$ cat config.mk
export PLATFORM = sky130hd
export DESIGN_NAME = conv_17_19_sdiv_dfe_flat
export DESIGN_NICKNAME = d
export VERILOG_FILES = /design/src/rtl/conv_17_19_sdiv_dfe_if.sv /design/src/rtl/conv_17_19_sdiv_dfe.sv /design/src/flat_wrapper.sv
export SDC_FILE = /design/constraint.sdc
export NUM_CORES = 1
export LEC_CHECK = 0
export BUFFER_PORTS_ARGS = -buffer_cell sky130_fd_sc_hd__buf_2
export CAP_MARGIN = 20
export CORE_MARGIN = 3
export CORE_UTILIZATION = 63
export DETAILED_ROUTE_END_ITERATION = 8
export PLACE_DENSITY = 0.88
export SETUP_SLACK_MARGIN = 0.2
export SYNTH_ARGS = -nofsm -noshare
export SYNTH_HDL_FRONTEND = slang
export SYNTH_SLANG_ARGS = --single-unit
$ cat constraint.sdc
create_clock -name ap_clk -period 6.6 [get_ports ap_clk]
set_input_delay 0.99 -clock ap_clk [delete_from_list [all_inputs] [get_ports ap_clk]]
set_output_delay 0.99 -clock ap_clk [all_outputs]
set_load 0.1 [all_outputs]
$ cat src/rtl/conv_17_19_sdiv_dfe_if.sv
// Operand/result handshake bundle for the 24/8 signed divider.
// The producer side (master) offers operands and accepts results;
// the divider (slave) consumes operands and presents results.
interface conv_17_19_sdiv_dfe_if;
  logic               in_valid;
  logic               in_ready;
  logic signed [23:0] din0;
  logic signed [7:0]  din1;
  logic               out_valid;
  logic               out_ready;
  logic signed [15:0] dout;
  logic signed [7:0]  rem;
  logic               ovf;
  logic               dz;

  modport master (
    output in_valid, din0, din1, out_ready,
    input  in_ready, out_valid, dout, rem, ovf, dz
  );

  modport slave (
    input  in_valid, din0, din1, out_ready,
    output in_ready, out_valid, dout, rem, ovf, dz
  );
endinterface

$ cat src/rtl/conv_17_19_sdiv_dfe.sv
// Multi-cycle signed divider: 24-bit dividend / 8-bit divisor.
// Magnitudes are divided with a restoring radix-2 loop, signs are applied
// afterwards, and the quotient is saturated to 16 bits. A zero divisor
// yields a full-scale quotient of the dividend's sign with dz set.
// Latency from accept to out_valid is a fixed 26 cycles.
module conv_17_19_sdiv_dfe #(
  parameter int ID         = 1,
  parameter int din0_WIDTH = 24,
  parameter int din1_WIDTH = 8,
  parameter int dout_WIDTH = 16
) (
  input logic                    ap_clk,
  input logic                    ap_rst_n,
  conv_17_19_sdiv_dfe_if.slave   bus
);

  // Only the 24/8/16 configuration is implemented; anything else must not build.
  if (din0_WIDTH != 24 || din1_WIDTH != 8 || dout_WIDTH != 16 || ID < 0) begin : g_bad_cfg
    $error("conv_17_19_sdiv_dfe supports only din0=24, din1=8, dout=16");
  end

  typedef enum logic [1:0] {IDLE, CALC, FIX, DONE} state_t;

  // The counter reaches this value after the last radix-2 step; the cycle
  // that observes it hands off to FIX, giving the fixed 26-cycle latency.
  localparam logic [4:0] LAST_STEP = 5'(din0_WIDTH);

  state_t      state_q;
  logic        in_ready_q;
  logic        out_valid_q;
  logic [23:0] quo_q;       // dividend magnitude shifts out, quotient bits shift in
  logic [7:0]  prem_q;      // partial remainder magnitude
  logic [7:0]  dvs_q;       // divisor magnitude (128 for -128)
  logic        sign_dvd_q;
  logic        sign_dvs_q;
  logic [4:0]  cnt_q;
  logic [15:0] dout_q;
  logic [7:0]  rem_q;
  logic        ovf_q;
  logic        dz_q;

  logic [23:0] dvd_mag;
  logic [7:0]  dvs_mag;
  logic [8:0]  prem_shift;
  logic        sub_ok;
  logic [7:0]  prem_next;
  logic        q_neg;
  logic [15:0] fix_dout;
  logic [7:0]  fix_rem;
  logic        fix_ovf;
  logic        fix_dz;

  // Operand magnitudes; the two's-complement negate of the most negative
  // value is exactly its unsigned magnitude, so no extra bit is needed.
  assign dvd_mag = bus.din0[23] ? (~bus.din0 + 24'd1) : bus.din0;
  assign dvs_mag = bus.din1[7]  ? (~bus.din1 + 8'd1)  : bus.din1;

  // One restoring step: shift in the next dividend bit, subtract if it fits.
  // The remainder stays below the divisor (<=128), so 8 bits hold the result.
  assign prem_shift = {prem_q, quo_q[23]};
  assign sub_ok     = prem_shift >= {1'b0, dvs_q};
  assign prem_next  = sub_ok ? 8'(prem_shift - {1'b0, dvs_q}) : prem_shift[7:0];

  // Sign application and saturation of the unsigned loop results.
  always_comb begin
    // NOTE: every output of a combinational block gets a default first, so no path can infer a latch.
    q_neg    = sign_dvd_q ^ sign_dvs_q;
    fix_dout = q_neg ? -quo_q[15:0] : quo_q[15:0];
    fix_rem  = sign_dvd_q ? -prem_q : prem_q;
    fix_ovf  = 1'b0;
    fix_dz   = 1'b0;
    if (dvs_q == 8'd0) begin
      fix_dz   = 1'b1;
      fix_dout = sign_dvd_q ? 16'h8000 : 16'h7FFF;
      fix_rem  = 8'd0;
    end else if (q_neg && (quo_q > 24'd32768)) begin
      fix_ovf  = 1'b1;
      fix_dout = 16'h8000;
    end else if (!q_neg && (quo_q > 24'd32767)) begin
      fix_ovf  = 1'b1;
      fix_dout = 16'h7FFF;
    end
  end

  // Control FSM with registered handshake outputs and the iterative datapath.
  always_ff @(posedge ap_clk or negedge ap_rst_n) begin
    if (!ap_rst_n) begin
      // NOTE: the datapath registers are reset along with control so a
      // discarded operation leaves nothing behind; they are few and cheap.
      state_q     <= IDLE;
      in_ready_q  <= 1'b0;
      out_valid_q <= 1'b0;
      quo_q       <= '0;
      prem_q      <= '0;
      dvs_q       <= '0;
      sign_dvd_q  <= 1'b0;
      sign_dvs_q  <= 1'b0;
      cnt_q       <= '0;
      dout_q      <= '0;
      rem_q       <= '0;
      ovf_q       <= 1'b0;
      dz_q        <= 1'b0;
    end else begin
      // NOTE: state is updated with non-blocking assignments so every
      // register samples pre-edge values regardless of statement order.
      case (state_q)
        IDLE: begin
          in_ready_q <= 1'b1;
          if (bus.in_valid && in_ready_q) begin
            quo_q      <= dvd_mag;
            dvs_q      <= dvs_mag;
            sign_dvd_q <= bus.din0[23];
            sign_dvs_q <= bus.din1[7];
            prem_q     <= '0;
            cnt_q      <= '0;
            in_ready_q <= 1'b0;
            state_q    <= CALC;
          end
        end
        CALC: begin
          if (cnt_q == LAST_STEP) begin
            state_q <= FIX;
          end else begin
            quo_q  <= {quo_q[22:0], sub_ok};
            prem_q <= prem_next;
            cnt_q  <= cnt_q + 5'd1;
          end
        end
        FIX: begin
          dout_q      <= fix_dout;
          rem_q       <= fix_rem;
          ovf_q       <= fix_ovf;
          dz_q        <= fix_dz;
          out_valid_q <= 1'b1;
          state_q     <= DONE;
        end
        DONE: begin
          if (bus.out_ready) begin
            out_valid_q <= 1'b0;
            in_ready_q  <= 1'b1;
            state_q     <= IDLE;
          end
        end
        default: state_q <= IDLE;
      endcase
    end
  end

  assign bus.in_ready  = in_ready_q;
  assign bus.out_valid = out_valid_q;
  assign bus.dout      = dout_q;
  assign bus.rem       = rem_q;
  assign bus.ovf       = ovf_q;
  assign bus.dz        = dz_q;

endmodule

$ cat src/flat_wrapper.sv
// flat-port wrapper written by rule: the top's interface ports become plain ports
module conv_17_19_sdiv_dfe_flat 
#(
  parameter int ID         = 1,
  parameter int din0_WIDTH = 24,
  parameter int din1_WIDTH = 8,
  parameter int dout_WIDTH = 16
)
  (ap_clk, ap_rst_n, bus_in_valid, bus_din0, bus_din1, bus_out_ready, bus_in_ready, bus_out_valid, bus_dout, bus_rem, bus_ovf, bus_dz);
  conv_17_19_sdiv_dfe_if bus_i ();
  input logic ap_clk;
  input logic ap_rst_n;
  input wire logic [$bits(bus_i.in_valid)-1:0] bus_in_valid;
  input wire logic [$bits(bus_i.din0)-1:0] bus_din0;
  input wire logic [$bits(bus_i.din1)-1:0] bus_din1;
  input wire logic [$bits(bus_i.out_ready)-1:0] bus_out_ready;
  output wire logic [$bits(bus_i.in_ready)-1:0] bus_in_ready;
  output wire logic [$bits(bus_i.out_valid)-1:0] bus_out_valid;
  output wire logic [$bits(bus_i.dout)-1:0] bus_dout;
  output wire logic [$bits(bus_i.rem)-1:0] bus_rem;
  output wire logic [$bits(bus_i.ovf)-1:0] bus_ovf;
  output wire logic [$bits(bus_i.dz)-1:0] bus_dz;
  assign bus_i.in_valid = bus_in_valid;
  assign bus_i.din0 = bus_din0;
  assign bus_i.din1 = bus_din1;
  assign bus_i.out_ready = bus_out_ready;
  assign bus_in_ready = bus_i.in_ready;
  assign bus_out_valid = bus_i.out_valid;
  assign bus_dout = bus_i.dout;
  assign bus_rem = bus_i.rem;
  assign bus_ovf = bus_i.ovf;
  assign bus_dz = bus_i.dz;
  conv_17_19_sdiv_dfe #(.ID(ID), .din0_WIDTH(din0_WIDTH), .din1_WIDTH(din1_WIDTH), .dout_WIDTH(dout_WIDTH)) u_core (.ap_clk(ap_clk), .ap_rst_n(ap_rst_n), .bus(bus_i));
endmodule
# --- After elaboration in Yosys (flattened, before gate mapping) ---
# Index checks and enable logic that the tools add are counted.
# Widths: inputs -> output; s select.
totals:
  in_bits: 36
  register_bits: 77
classes:
  n_lt_le_gt_ge: 3
  bitwise_logic: 3
  eq_ne: 8
  mux: 32
  reduce_logical: 14
  n_addsub: 6
ops:
  columns: ["operator", "n"]
  rows:
  - ["$mux 16", 5]
  - ["$mux 24", 3]
  - ["$mux 8", 6]
  - ["$pmux 24 s2", 1]
  - ["$add 24x1->24 const B", 1]
  - ["$gt 24x15->1 const B", 1]
  - ["$gt 24x16->1 const B", 1]
  - ["$not 24->24", 1]
  - ["$neg 16->16", 1]
  - ["$pmux 8 s2", 1]
  - ["$mux 5", 2]
  - ["$pmux 5 s2", 1]
  - ["$ge 9x8->1", 1]
  - ["$add 8x1->8 const B", 1]
  - ["$logic_not 8->1", 1]
  - ["$neg 8->8", 1]
  - ["$not 8->8", 1]
  - ["$pmux 2 s4", 1]
  - ["$sub 8x8->8", 1]
  - ["$mux 1", 7]
  - ["$mux 2", 3]
  - ["$reduce_and 2->1", 3]
  - ["$reduce_and 3->1", 2]
  - ["$reduce_bool 2->1", 3]
  - ["11 further kinds", 17]

# --- Depth between registers and ports, before layout ---
depth:
  ltp_word: 6
  mapped_depth: 10
  mapped_depth_nobuf: 10

# --- Worst setup path after synthesis ---
# Ideal clock, no wire load.
synth_timing:
  path_kind: "input to register"
  startpoint: "input bus_din0[0]"
  endpoint: "register u_core.quo_q[18]"
  arrival_time_ns: 2.267
  setup_ns: 0.104
  path_buffers: 0
  slack_ns: 4.229
  path_stages: 7
  cell_sequence: "inv_1 ha_1 nor4b_2 nand4_2 o21ai_0 xor2_1 a221oi_1"
synth_between:
  elab_chain_len: 5
synth_lines:
  columns: ["item", "line", "text"]
  rows:
  - ["start: declaration", "flat_wrapper.sv:14", "input wire logic [$bits(bus_i.din0)-1:0] bus_din0;"]
  - ["$not 24->24", "conv_17_19_sdiv_dfe.sv:55", "assign dvd_mag = bus.din0[23] ? (~bus.din0 + 24'd1) : bus.din0;"]
  - ["$add 24x1->24", "conv_17_19_sdiv_dfe.sv:55", null]
  - ["$mux 24", "conv_17_19_sdiv_dfe.sv:55", null]
  - ["$mux 24", "conv_17_19_sdiv_dfe.sv:109", "if (bus.in_valid && in_ready_q) begin"]
  - ["$pmux 24 s2", "conv_17_19_sdiv_dfe.sv:106", "case (state_q)"]
  - ["end signal: assignment", "conv_17_19_sdiv_dfe.sv:110", "quo_q <= dvd_mag;"]
  - ["end signal: assignment", "conv_17_19_sdiv_dfe.sv:124", "quo_q <= {quo_q[22:0], sub_ok};"]
  - ["end: declaration", "conv_17_19_sdiv_dfe.sv:31", "logic [23:0] quo_q;"]
# Every way passes these cells. The select of a mux whose other input is x is not followed.
# A chain may end at the register's enable or synchronous reset.

# --- Final worst setup path ---
layout_timing:
  startpoint: "register u_core.prem_q[0]"
  endpoint: "register u_core.prem_q[0]"
layout_between:
  elab_chain_len: 4
layout_lines:
  columns: ["item", "line", "text"]
  rows:
  - ["start: declaration", "conv_17_19_sdiv_dfe.sv:32", "logic [7:0] prem_q;"]
  - ["start signal: assignment", "conv_17_19_sdiv_dfe.sv:125", "prem_q <= prem_next;"]
  - ["$ge 9x8->1", "conv_17_19_sdiv_dfe.sv:61", "assign sub_ok = prem_shift >= {1'b0, dvs_q};"]
  - ["$mux 8", "conv_17_19_sdiv_dfe.sv:62", "assign prem_next = sub_ok ? 8'(prem_shift - {1'b0, dvs_q}) : prem_shift[7:0];"]
  - ["$mux 8", "conv_17_19_sdiv_dfe.sv:121", "if (cnt_q == LAST_STEP) begin"]
  - ["$pmux 8 s2", "conv_17_19_sdiv_dfe.sv:106", null]
# Every way passes these cells. The select of a mux whose other input is x is not followed.

==> results.cfg <==
[worst_setup_path]
crit_family = simple AND/OR/NAND/NOR gates
timing.reg2reg.worst_path_depth = 7
cp-start-kind = flip-flop
ff2ff_setup_slack_ns = 3.93
worst-endpoint-arrival_ns = 2.90
slowest_delay_ns = 0.73
worstPathCellList = ha_1 -> nor2b_1 -> o31ai_1 -> a21oi_1 -> nor4_4 -> nor3_1 -> a221o_1
ff_to_ff_start = u_core.prem_q[0]
criticalPathCategory = reg -> reg
timing.critical_path.slowest_stage_cell = sky130_fd_sc_hd__nor4_4
worstPathMaxFanout = 13
worst_ep_required_time_ns = 6.83
worst_setup_path_end_kind = flip-flop
worstReg2RegEnd = u_core.prem_q[0]
cp.buffers_inverters = 0

[route]
wl_um = 11360
vias = 4477
drt-initial-drc-count = 341
routedWlPerCell_um = 15.61
drc = 0
avgViaCountPerCell = 6.150
drt.antenna.violating_nets = 0
drt_pass1_iterations = 6

[clocking]
cts_max_path_buffers = 2
cts_sinks = 77
cts_root_buf = sky130_fd_sc_hd__clkbuf_8
setup_bufs_post_cts = 0
path_clk_slew_ns = 0.08
tritoncts.num_buffers = 9
clock_latency_ns = 0.35
cts_hold_buf = 0
tritoncts_clock_tree = done
htree_levels = 3
cts_repair_resize_count = 0

[yosys]
synth_async_sr_flop_share_pct = 100.0
synthesis.area_sq_um = 5006
mappedNetlistNets = 630
synth_seq_area_share_pct = 38.49
synth.lib_cells_used.distinct = 59
synth_enable_flop_cells = 0
yosys_warnings = 0
postSynth.topFlopCell = sky130_fd_sc_hd__dfrtp_1
netlist_instances = 575
postSynthRegisterBits = 77
syn_avg_cell_area_sq_um = 8.706

[global_route]
gr-usage-all-layers_pct = 26.79
use_met2_pct = 42.68
grt_use_met1_pct = 36.51
gr-usage-met3_pct = 3.946
number_of_global_route_vias_before_repair = 4109
grt_remaining_overflow = 0
antenna_found_initial = 0
grt_max_degree = 78
routing_layer_with_the_top_usage_in_global_route = met2
grt_pass1_wl_um = 19240

[floorplanning]
die_w_um = 95.14
floorplan.initialDensity_pct = 66.87
boundaryPins = 64
core_area_sq_um = 7486
die-area_sq_um = 9052
floorplan_die_height_um = 95.14
placement_rows = 31

[timing]
fin_setup_tns_ns = 0
number_of_pins_exceeding_their_max_slew_limit_in_the_final_report = 0
max_slew.worst_pin.slew_ns = 0.9671
final_critical_delay_including_setup_and_external_delays_ns = 2.670
finalSetupViolations = 0
fmax_mhz = 374.6
final_report_hold_violation_count = 0
post-route-period-util_pct = 40.45
rsz0062_at_grt = no
worst_slew_margin_rel_pct = 35.53
finalClockSkew_ns = 0.009152

[place]
placed_cells_incl_taps = 711
dpl.hpwl_um = 8280
port-buffer-count = 63
gpl.final_weighted_congestion = 0.9490

[job]
maxCapViolations = 0

[layout]
fillers = 545
layout.nets = 679
area_growth_pct = 11.27
finalNonFillerCells = 728
diodes = 0
layout-drive-gt1-share_pct = 16.85

[worst_hold_path]
min_delay_path_depth = 1
min-delay-start = u_core.bus.dout[3]
min_delay_worst_endpoint = u_core.bus.dout[3]
min-delay-path-class = reg -> reg

[status]
run_status = completed
synthesized netlist by cell type (all sizes together), types with 2 or more instances:
cell type / instances / share of area (%)
a211o: 2 / 0.35
a211oi: 7 / 1.3
a21oi: 25 / 2.5
a221o: 2 / 0.40
a311oi: 2 / 0.35
a31oi: 6 / 0.75
a32oi: 2 / 0.35
a41oi: 2 / 0.35
and2: 4 / 0.55
buf: 6 / 0.90
clkbuf: 23 / 1.8
dfrtp: 77 / 38
ha: 18 / 4.5
inv: 37 / 2.8
mux2: 3 / 0.67
mux2i: 14 / 2.8
nand2: 70 / 5.2
nand2b: 2 / 0.25
nand3: 9 / 1.0
nand3b: 3 / 0.45
nand4: 7 / 1.1
nor2: 42 / 3.1
nor2b: 6 / 0.75
nor3: 20 / 2.7
nor4: 11 / 2.0
o21a: 5 / 0.75
o21ai: 69 / 6.9
o221ai: 3 / 0.52
o22ai: 15 / 1.9
o311ai: 2 / 0.35
o31a: 3 / 0.52
o31ai: 12 / 1.8
o41ai: 4 / 1.0
or2: 2 / 0.30
or3: 7 / 0.87
xnor2: 19 / 3.3
xor2: 25 / 4.4
sequential cells by signal (all words and copies together) (netlist names):
signal and count:
u_core.prem_q 8, u_core.bus.out_valid 1, u_core.dvs_q 8, u_core.bus.in_ready 1, u_core.bus.rem 8, u_core.bus.dout 16, u_core.cnt_q 5, u_core.state_q 2
u_core.bus.ovf 1, u_core.bus.dz 1, u_core.sign_dvs_q 1, u_core.quo_q 24, u_core.sign_dvd_q 1
layer usage:
metal | up-vias | wire length, um
li1 | 2153 | -
met1 | 2134 | 5224
met2 | 169 | 5175
met3 | 21 | 769
met4 | 0 | 192
met5 | - | 0
final cells by class:
type | instances | area [sq um] | area share, %
Sequential cell | 77 | 1927 | 34.59
Timing Repair Buffer | 67 | 347.8 | 6.244
Tap cell | 99 | 123.9 | 2.224
Clock inverter | 6 | 86.33 | 1.550
Clock buffer | 10 | 137.6 | 2.471
Multi-Input combinational cell | 432 | 2809 | 50.43
Inverter | 37 | 138.9 | 2.493
cell usage in the layout (no fill, tap or decap), drive strengths merged, types with 4 or more instances in the layout:
cell type  Yosys  layout
nor2          42      42
nand3          9       9
a211oi         7       7
buf            6      67
nor4          11      11
o22ai         15      15
nand2         70      70
and2           4       4
xnor2         19      19
clkbuf        23      10
dfrtp         77      77
mux2i         14      14
xor2          25      25
inv           37      37
a21oi         25      25
o31ai         12      12
nand4          7       7
nor2b          6       6
o21a           5       5
o41ai          4       4
nor3          20      20
a31oi          6       6
o21ai         69      69
or3            7       7
ha            18      18
metrics by stage:
stage	worst slack [ns]	util, %	hold slack [ns]	instance area, sq um
after detailed placement	3.755	71.32	0.4671	5339
after CTS	3.980	74.31	0.4853	5563
after global placement	3.829	71.32	0.4584	5339
after global routing	3.752	74.41	0.4986	5570
final	3.930	74.41	0.4854	5570
after floorplan	4.229	-	0.4717	5006
how the worst max path moves through the flow:
| stage | cells past startpoint | from | end |
|---|---|---|---|
| global placement | 6 | bus_in_valid | u_core.quo_q[23] |
| global route | 7 | u_core.state_q[1] | u_core.quo_q[23] |
| CTS | 7 | u_core.prem_q[0] | u_core.prem_q[0] |
| finish | 7 | u_core.prem_q[0] | u_core.prem_q[0] |
| floorplan | 7 | bus_din0[0] | u_core.quo_q[18] |
| detailed placement | 6 | bus_in_valid | u_core.quo_q[23] |
cells by family after synthesis:
group / after synthesis / share of synthesized area, %
buf+inv: 66 / 5.474
compound gates: 165 / 20.77
simple gates: 187 / 19.20
flops: 77 / 38.49
fa+ha+maj: 19 / 4.899
mux: 17 / 3.474
xor+xnor: 44 / 7.698
Power is not shown: default switching activity piles up to over one toggle a cycle in this logic, so the estimate is an artifact.
